## config.mk

```make
export PLATFORM = sky130hd
export DESIGN_NAME = muldiv_unit_flat
export DESIGN_NICKNAME = d
export VERILOG_FILES = /design/src/rtl/muldiv_unit_if.sv /design/src/rtl/muldiv_unit.sv /design/src/flat_wrapper.sv
export SDC_FILE = /design/constraint.sdc
export NUM_CORES = 1
export LEC_CHECK = 0
export CORE_UTILIZATION = 59
export DETAILED_ROUTE_END_ITERATION = 10
export PLACE_DENSITY = 0.82
export SYNTH_ARGS = -nofsm -noshare
export SYNTH_HDL_FRONTEND = slang
export SYNTH_SLANG_ARGS = --single-unit
```

## constraint.sdc

```tcl
create_clock -name clk -period 3.95 [get_ports clk]
set_clock_uncertainty 0.15 [all_clocks]
set_input_delay 0.79 -clock clk [delete_from_list [all_inputs] [get_ports clk]]
set_output_delay 0.79 -clock clk [all_outputs]
set_load 0.02 [all_outputs]
```

## src/rtl/muldiv_unit_if.sv

```systemverilog
// Request/result bundle between the pipeline and the HI/LO multiply-divide unit.
// No latency of its own; pure wiring.
// Upstream holds op_valid while stall is high; the unit never queues requests.
interface muldiv_unit_if;
    logic        op_valid;
    logic [2:0]  op;
    logic [31:0] rs_data;
    logic [31:0] rt_data;
    logic        mf_req;
    logic        flush;
    logic [31:0] hi;
    logic [31:0] lo;
    logic        busy;
    logic        stall;
    logic        done;

    modport master (
        output op_valid, op, rs_data, rt_data, mf_req, flush,
        input  hi, lo, busy, stall, done
    );

    modport slave (
        input  op_valid, op, rs_data, rt_data, mf_req, flush,
        output hi, lo, busy, stall, done
    );
endinterface

```

## src/rtl/muldiv_unit.sv

```systemverilog
// Iterative 32x32 multiply / 32/32 divide unit owning the HI and LO registers.
// MULT/DIV: 33 busy cycles (32 CALC steps + 1 FIX), done pulses the cycle after; MTHI/MTLO land at the accepting edge.
// While busy, requests are not taken and stall asks upstream to hold; flush aborts without touching HI/LO.
module muldiv_unit #(
    parameter logic [31:0] HILO_RESET = 32'h0000_0000
) (
    input  logic         clk,
    input  logic         rst,
    muldiv_unit_if.slave bus
);
    typedef enum logic [1:0] {IDLE, CALC, FIX} state_t;

    state_t      state;
    state_t      state_nxt;

    // acc: upper product half (multiply) or partial remainder (divide)
    // mq : multiplier shifting out / dividend shifting out, quotient shifting in
    // opb: multiplicand or divisor magnitude
    logic [31:0] acc;
    logic [31:0] mq;
    logic [31:0] opb;
    logic [4:0]  cnt;
    logic        is_div;
    logic        neg_q;
    logic        neg_r;
    logic        div_zero;
    logic [31:0] hi_q;
    logic [31:0] lo_q;
    logic        done_q;

    logic        accept;
    logic        start;
    logic        a_neg;
    logic        b_neg;
    logic [31:0] a_mag;
    logic [31:0] b_mag;
    logic [32:0] mul_sum;
    logic [32:0] div_shift;
    logic        div_ge;
    logic [63:0] prod;
    logic [63:0] prod_fix;
    logic [31:0] quot_fix;
    logic [31:0] rem_fix;

    assign accept = (state == IDLE) && bus.op_valid && !bus.flush;
    assign start  = accept && !bus.op[2];

    // Signed ops (op[0]==0) work on magnitudes; unsigned ops take the raw values.
    assign a_neg = !bus.op[0] && bus.rs_data[31];
    assign b_neg = !bus.op[0] && bus.rt_data[31];
    assign a_mag = a_neg ? (32'd0 - bus.rs_data) : bus.rs_data;
    assign b_mag = b_neg ? (32'd0 - bus.rt_data) : bus.rt_data;

    // One multiply step adds the multiplicand when the low multiplier bit is set, then shifts right.
    assign mul_sum = {1'b0, acc} + (mq[0] ? {1'b0, opb} : 33'd0);

    // One restoring divide step: bring the next dividend bit into the remainder and try the subtract.
    assign div_shift = {acc, mq[31]};
    assign div_ge    = div_shift >= {1'b0, opb};

    // Sign correction applied in FIX. A zero divisor keeps the all-ones quotient unnegated;
    // negating the remainder magnitude reproduces the original dividend.
    assign prod     = {acc, mq};
    assign prod_fix = neg_q ? (64'd0 - prod) : prod;
    assign quot_fix = (neg_q && !div_zero) ? (32'd0 - mq) : mq;
    assign rem_fix  = neg_r ? (32'd0 - acc) : acc;

    // State register.
    always_ff @(posedge clk) begin
        if (rst) state <= IDLE;
        else     state <= state_nxt;
    end

    // Next-state: 32 CALC steps counted down from 31, one FIX cycle, flush aborts.
    always_comb begin
        state_nxt = state;
        case (state)
            IDLE:    if (start) state_nxt = CALC;
            CALC:    if (bus.flush) state_nxt = IDLE;
                     else if (cnt == 5'd0) state_nxt = FIX;
            FIX:     state_nxt = IDLE;
            default: state_nxt = IDLE;
        endcase
    end

    // Operand capture, iteration datapath and HI/LO writeback.
    always_ff @(posedge clk) begin
        if (rst) begin
            acc      <= 32'd0;
            mq       <= 32'd0;
            opb      <= 32'd0;
            cnt      <= 5'd0;
            is_div   <= 1'b0;
            neg_q    <= 1'b0;
            neg_r    <= 1'b0;
            div_zero <= 1'b0;
            hi_q     <= HILO_RESET;
            lo_q     <= HILO_RESET;
            done_q   <= 1'b0;
        end else begin
            done_q <= (state == FIX) && !bus.flush;
            case (state)
                IDLE: begin
                    if (start) begin
                        acc      <= 32'd0;
                        mq       <= a_mag;
                        opb      <= b_mag;
                        cnt      <= 5'd31;
                        is_div   <= bus.op[1];
                        neg_q    <= a_neg ^ b_neg;
                        neg_r    <= a_neg;
                        div_zero <= (bus.rt_data == 32'd0);
                    end
                    if (accept && bus.op == 3'b100) hi_q <= bus.rs_data;
                    if (accept && bus.op == 3'b101) lo_q <= bus.rs_data;
                end
                CALC: begin
                    if (!bus.flush) begin
                        cnt <= cnt - 5'd1;
                        if (is_div) begin
                            acc <= div_ge ? (div_shift[31:0] - opb) : div_shift[31:0];
                            mq  <= {mq[30:0], div_ge};
                        end else begin
                            acc <= mul_sum[32:1];
                            mq  <= {mul_sum[0], mq[31:1]};
                        end
                    end
                end
                FIX: begin
                    if (!bus.flush) begin
                        if (is_div) begin
                            hi_q <= rem_fix;
                            lo_q <= quot_fix;
                        end else begin
                            hi_q <= prod_fix[63:32];
                            lo_q <= prod_fix[31:0];
                        end
                    end
                end
                default: ;
            endcase
        end
    end

    assign bus.hi    = hi_q;
    assign bus.lo    = lo_q;
    assign bus.busy  = (state != IDLE);
    assign bus.stall = (state != IDLE) && (bus.op_valid || bus.mf_req);
    assign bus.done  = done_q;
endmodule

```

## src/flat_wrapper.sv

```systemverilog
// flat-port wrapper written by rule: the top's interface ports become plain ports
module muldiv_unit_flat 
#(
    parameter logic [31:0] HILO_RESET = 32'h0000_0000
)
  (clk, rst, bus_op_valid, bus_op, bus_rs_data, bus_rt_data, bus_mf_req, bus_flush, bus_hi, bus_lo, bus_busy, bus_stall, bus_done);
  muldiv_unit_if bus_i ();
  input  logic clk;
  input  logic rst;
  input wire logic [$bits(bus_i.op_valid)-1:0] bus_op_valid;
  input wire logic [$bits(bus_i.op)-1:0] bus_op;
  input wire logic [$bits(bus_i.rs_data)-1:0] bus_rs_data;
  input wire logic [$bits(bus_i.rt_data)-1:0] bus_rt_data;
  input wire logic [$bits(bus_i.mf_req)-1:0] bus_mf_req;
  input wire logic [$bits(bus_i.flush)-1:0] bus_flush;
  output wire logic [$bits(bus_i.hi)-1:0] bus_hi;
  output wire logic [$bits(bus_i.lo)-1:0] bus_lo;
  output wire logic [$bits(bus_i.busy)-1:0] bus_busy;
  output wire logic [$bits(bus_i.stall)-1:0] bus_stall;
  output wire logic [$bits(bus_i.done)-1:0] bus_done;
  assign bus_i.op_valid = bus_op_valid;
  assign bus_i.op = bus_op;
  assign bus_i.rs_data = bus_rs_data;
  assign bus_i.rt_data = bus_rt_data;
  assign bus_i.mf_req = bus_mf_req;
  assign bus_i.flush = bus_flush;
  assign bus_hi = bus_i.hi;
  assign bus_lo = bus_i.lo;
  assign bus_busy = bus_i.busy;
  assign bus_stall = bus_i.stall;
  assign bus_done = bus_i.done;
  muldiv_unit #(.HILO_RESET(HILO_RESET)) u_core (.clk(clk), .rst(rst), .bus(bus_i));
endmodule
```

==> results of run 1 <==
==> cells by family (layout without fill, tap and decap cells) <==
logic type | after synthesis | after routing | share of synthesized area
and+or+nand+nor | 641 | 641 | 0.2217
AOI/OAI and AO/OA | 630 | 630 | 0.2926
buffers and inverters | 182 | 313 | 0.05057
DFF | 172 | 172 | 0.2476
xor gates and xnor gates | 163 | 163 | 0.1027
adders and majority gates | 72 | 72 | 0.06587
muxes | 26 | 26 | 0.01890
==> layout by cell type (no fill, tap or decap), drive strengths merged, types with 12 or more instances in the layout <==
cell type,count
a21oi,194
xnor2,85
a211oi,107
o211ai,17
a31oi,21
nor2,256
mux2i,24
nor3,32
o21ai,114
and3,12
o31ai,19
nor4,24
ha,70
nand3,29
nand2b,16
buf,78
clkbuf,18
clkdlybuf4s50,137
a22oi,17
xor2,78
a21o,38
or4,15
nand2,132
dfxtp,172
a311oi,29
nor2b,40
inv,70
or3,31
==> report_power, final <==
group          leakage [nW]  internal [mW]  switching (mW)
clock network         0.295          0.874           0.887
registers              1.39           1.78          0.0597
logic                  4.85          0.452           0.675
total                  6.54           3.11            1.62
==> repair_timing <==
item	in CTS	in global routing
setup buffers	0	0
endpoints found under the setup margin	0	4
hold buffers	0	0
gates resized for setup	0	6
==> layer usage <==
layer / vias to the layer above / track usage
met3: 217 / 0.06212
met1: 7120 / 0.4860
met5: - / 0
li1: 7104 / -
met2: 793 / 0.6697
met4: 0 / 0.3189
==> state kept, by name, summed over array words and instances, names as in the netlist, 2 cells and up <==
| signal | flops |
|---|---|
| u_core.bus.lo | 32 |
| u_core.bus.hi | 32 |
| u_core.cnt | 5 |
| u_core.mq | 32 |
| u_core.state | 2 |
| u_core.acc | 32 |
| u_core.opb | 32 |
==> final timing paths <==
check,depth (start not counted),slack (ns),to,startpoint
worst min register to register,2,0.31,u_core.opb[22]$_SDFFE_PP0P_,u_core.opb[22]$_SDFFE_PP0P_
worst max register to register,14,0.14,u_core.acc[28]$_SDFFE_PP0P_,u_core.mq[0]$_SDFFE_PP0P_
worst min-delay path,2,0.31,u_core.opb[22]$_SDFFE_PP0P_,u_core.opb[22]$_SDFFE_PP0P_
worst max-delay path,14,0.14,u_core.acc[28]$_SDFFE_PP0P_,u_core.mq[0]$_SDFFE_PP0P_
==> worst max-delay path, stage by stage, from the launching register on <==
cell and delay (ns):
dfxtp_1 0.38, clkinvlp_4 0.24, nor2_1 0.16, ha_1 0.30, a211oi_1 0.26, o21ai_0 0.14
o21bai_1 0.19, buf_4 0.17, a21oi_1 0.08, o211a_1 0.28, o31a_1 0.35, o21ai_0 0.19
or3b_2 0.48, a32oi_1 0.21, o211ai_1 0.11
==> stage by stage <==
stage / hold WS, ns / utilization
after global routing: 0.3289 / 0.7232
after floorplan: 0.2819 / -
final: 0.3074 / 0.7232
after CTS: 0.3074 / 0.7222
after detailed placement: 0.2978 / 0.6952
after global placement: 0.2983 / 0.6952
==> final cells by class <==
cell class	instances	area [µm²]	area share
Clock buffer	18	439.2	0.02658
Clock inverter	14	176.4	0.01068
Inverter	66	251.5	0.01522
Multi-Input combinational cell	1532	9824	0.5946
Sequential cell	172	3445	0.2085
Tap cell	313	391.6	0.02370
Timing Repair Buffer	215	1994	0.1207
==> impl_metrics.json, run 1 <==
{
  "path_max_fanout": 12,
  "synth_common_cells": "nor2_1 (251), a21oi_1 (194), dfxtp_1 (172), nand2_1 (132), a211oi_1 (107)",
  "insertion_delay_ns": 0.46,
  "drc_errors": 0,
  "rsz0062_at_grt": "no",
  "clockRootBuffer": "clkbuf_16",
  "post-place-ws_ns": -0.08017,
  "clock-sinks": 172,
  "synth.distinct_cells": 74,
  "dp_hpwl_um": 37370,
  "vdd_drop_max_mv": 0.2455,
  "portBuffers": 138,
  "avgSynthCellArea_um2": 7.373,
  "std_cell_rows": 55,
  "synth.most_common_cell": "nor2_1",
  "cap_violations": 0,
  "fin_crit_sh": 0.9641,
  "max_freq_mhz": 262.6,
  "dr.first_iter.drc_count": 1369,
  "die_w_um": 155.5,
  "dr_wl_met3_um": 3685,
  "ys_async_sr_fraction": 0,
  "dp.cells": 2298,
  "fin_nets": 2148,
  "status": "complete, no violations",
  "grt_usage": 0.4107,
  "final_max_slew_viol_count": 0,
  "synth_area_um2": 13900,
  "grt_pass1_wl_um": 77300,
  "cts-buffers-inserted": 17,
  "synth_edf_count": 0,
  "dieArea_um2": 24180,
  "die_h_um": 155.5,
  "ant_nets": 0,
  "endpoint_kind": "flop",
  "vias_per_cell": 6.538,
  "antenna_found_initial": 0,
  "dr_wl_met2_um": 22290,
  "ys_warn_count": 0,
  "worstPathArrival_ns": 3.99,
  "synth_largest_area_cell": "dfxtp_1",
  "top_layer_used": "met4",
  "grt-ovfl-total": 0,
  "place_area_um2": 15880,
  "area_growth_syn_to_layout_pct": 18.82,
  "grt_start_max_net_pins": 87,
  "tightest_slew_ns": 1.153,
  "grt_pass1_vias": 14170,
  "wl_met1_um": 19330,
  "cts-htree-levels": 4,
  "layout_setup_ws_ns": 0.1418,
  "ys_seq_area_frac": 0.2476,
  "gp_congestion": 1.011,
  "ios": 139,
  "total_power_mw": 4.733,
  "startpoint_type": "flop",
  "cellLeakagePower_nw": 6.541,
  "fin_area_um2": 16520,
  "route.vias.total": 15230,
  "hold_violations": 0,
  "hold_path.class": "reg2reg",
  "dr.pass1.iters": 5,
  "fin_crit_ns": 3.808,
  "synth_top_area_share": 0.2476,
  "slew_headroom": 0.2285,
  "diodes": 0,
  "wl_per_cell_um": 21.30,
  "tns_ns": 0,
  "critPathRequiredTime_ns": 4.13,
  "netlist_instances": 1886,
  "placeableCoreArea_um2": 22850,
  "synth_seq_cells": 172,
  "syn-num-nets": 2030,
  "clk_pin_slew_ns": 0.08,
  "drive_gt1_frac": 0.07437,
  "synthTopCellsByArea": "dfxtp_1 (25%), a21oi_1 (7.0%), nor2_1 (6.8%)",
  "wirelength_um": 49620,
  "cts_tree": "yes",
  "start_util": 0.6086,
  "ys.flop_type": "dfxtp_1",
  "clockBufferDepth": 2,
  "instances_no_fill": 2330,
  "critPathKind": "reg2reg",
  "p_per_area_nw_per_um2": 286.5,
  "setup_viol_count_final": 0,
  "fillCellCount": 1904
}
No activity file was read; power rests on OpenSTA's default activity.
==> inputs of run 2 (changes only) <==
- GPL_ROUTABILITY_DRIVEN: unset -> 0
==> run 2 against run 1 <==
Effect of this change:
- critical path depth decreased by 1
- die area unchanged
- design area decreased by 0.55%
- cell count decreased by 0.43%
- non-clock buffer count decreased by 10
- critical path type unchanged
- critical endpoint unchanged
- largest cell class unchanged
- largest power group unchanged
==> impl_metrics.json, run 2 (synthesis results as in run 1) <==
{
  "status": "complete, no violations",
  "p_per_area_nw_per_um2": 288.8,
  "fin_crit_ns": 3.793,
  "max_freq_mhz": 263.6,
  "grt_start_max_net_pins": 89,
  "clockBufferDepth": 2,
  "insertion_delay_ns": 0.46,
  "die_h_um": 155.5,
  "fin_crit_sh": 0.9603,
  "grt_pass1_wl_um": 75490,
  "drc_errors": 0,
  "grt_pass1_vias": 14340,
  "rsz0062_at_grt": "no",
  "cap_violations": 0,
  "worstPathArrival_ns": 3.97,
  "vias_per_cell": 6.635,
  "fin_hold_ws_ns": 0.3071,
  "startpoint_type": "flop",
  "critPathRequiredTime_ns": 4.13,
  "final_common_cell": "nor2_1",
  "portBuffers": 138,
  "wirelength_um": 47790,
  "dr.first_iter.drc_count": 1972,
  "ant_nets": 0,
  "ios": 139,
  "clockRootBuffer": "clkbuf_16",
  "tightest_slew_ns": 1.114,
  "cts-htree-levels": 4,
  "setup_viol_count_final": 0,
  "cellLeakagePower_nw": 6.504,
  "endpoint_kind": "flop",
  "std_cell_rows": 55,
  "placeableCoreArea_um2": 22850,
  "final_util": 0.7192,
  "route.vias.total": 15390,
  "diodes": 0,
  "hold_violations": 0,
  "hold_path.class": "reg2reg",
  "drive_gt1_frac": 0.06876,
  "dr.pass1.iters": 6,
  "clk_pin_slew_ns": 0.08,
  "final_cell_mix": "nor2_1 (250), a21oi_1 (193), dfxtp_1 (171)",
  "tns_ns": 0,
  "path_max_fanout": 10,
  "cts_tree": "yes",
  "antenna_found_initial": 1,
  "grt-ovfl-total": 0,
  "dp_hpwl_um": 35260,
  "final_max_slew_viol_count": 0,
  "clock-sinks": 172,
  "start_util": 0.6086,
  "critPathKind": "reg2reg",
  "fin_nets": 2138,
  "vdd_drop_max_mv": 0.2946,
  "cts-buffers-inserted": 17,
  "dieArea_um2": 24180,
  "slew_headroom": 0.2563,
  "grt_usage": 0.3953,
  "area_growth_syn_to_layout_pct": 18.17,
  "wl_per_cell_um": 20.60,
  "die_w_um": 155.5
}
[run 2: what timing repair did]
| action | in CTS | in global routing |
|---|---|---|
| resized for setup | 0 | 3 |
| setup endpoints to repair | 0 | 8 |
| hold buffers | 0 | 0 |
| setup buffers | 0 | 2 |
[run 2: power breakdown]
part           internal [mW]  leakage (nW)  total, mW  switching [mW]
clock                  0.868         0.299       1.78           0.914
combinational          0.449          4.81       1.12           0.674
sequential              1.78          1.39       1.84          0.0567
total                   3.10          6.50       4.75            1.64
[run 2: layer usage]
layer  global-route usage  wire [µm]  up-vias
met1               0.4666      17870     7103
met4               0.2792       3477        0
met3              0.07911       4795      212
li1                     -          -     7090
met2               0.6436      21650      988
met5                    0          0        -
[run 2: worst paths after layout]
check	start	end	slack, ns	depth (start not counted)
worst max-delay path	u_core.mq[0]$_SDFFE_PP0P_	u_core.acc[28]$_SDFFE_PP0P_	0.16	13
worst min-delay path	u_core.bus.hi[27]$_SDFFE_PP0P_	u_core.bus.hi[27]$_SDFFE_PP0P_	0.31	2
worst max register to register	u_core.mq[0]$_SDFFE_PP0P_	u_core.acc[28]$_SDFFE_PP0P_	0.16	13
worst min register to register	u_core.bus.hi[27]$_SDFFE_PP0P_	u_core.bus.hi[27]$_SDFFE_PP0P_	0.31	2
[run 2: cell type report]
cell class,instances,area (µm²)
Clock inverter,15,193.9
Multi-Input combinational cell,1532,9817
Tap cell,313,391.6
Timing Repair Buffer,205,1907
Sequential cell,172,3445
Clock buffer,17,425.4
Fill cell,1844,6416
Inverter,66,251.5
[run 2: critical path: stages, from the launching register on]
cell and delay, ns:
dfxtp_1 0.38, clkinvlp_4 0.24, buf_4 0.22, nor2_1 0.10, ha_1 0.30, a21o_1 0.25
a31oi_1 0.31, a21oi_1 0.20, o211a_1 0.28, o31a_1 0.35, o21ai_0 0.14, or3b_2 0.45
a32oi_1 0.20, o211ai_1 0.10
[run 2: metrics by stage]
step                cells  setup WS [ns]  total power, mW  area (µm²)
floorplan            1886         0.4412            2.570       13900
global placement     2286       -0.02252            2.933       15780
detailed placement   2286       -0.07893            2.953       15780
CTS                  2318         0.1634            4.706       16400
global route         2320        0.02974            4.890       16430
finish               2320         0.1567            4.745       16430
==> inputs of run 3 (changes only) <==
- SLEW_MARGIN: unset -> 0
==> results of run 3 <==
The final DEF is identical to that of run 2; final timing and power are the same.
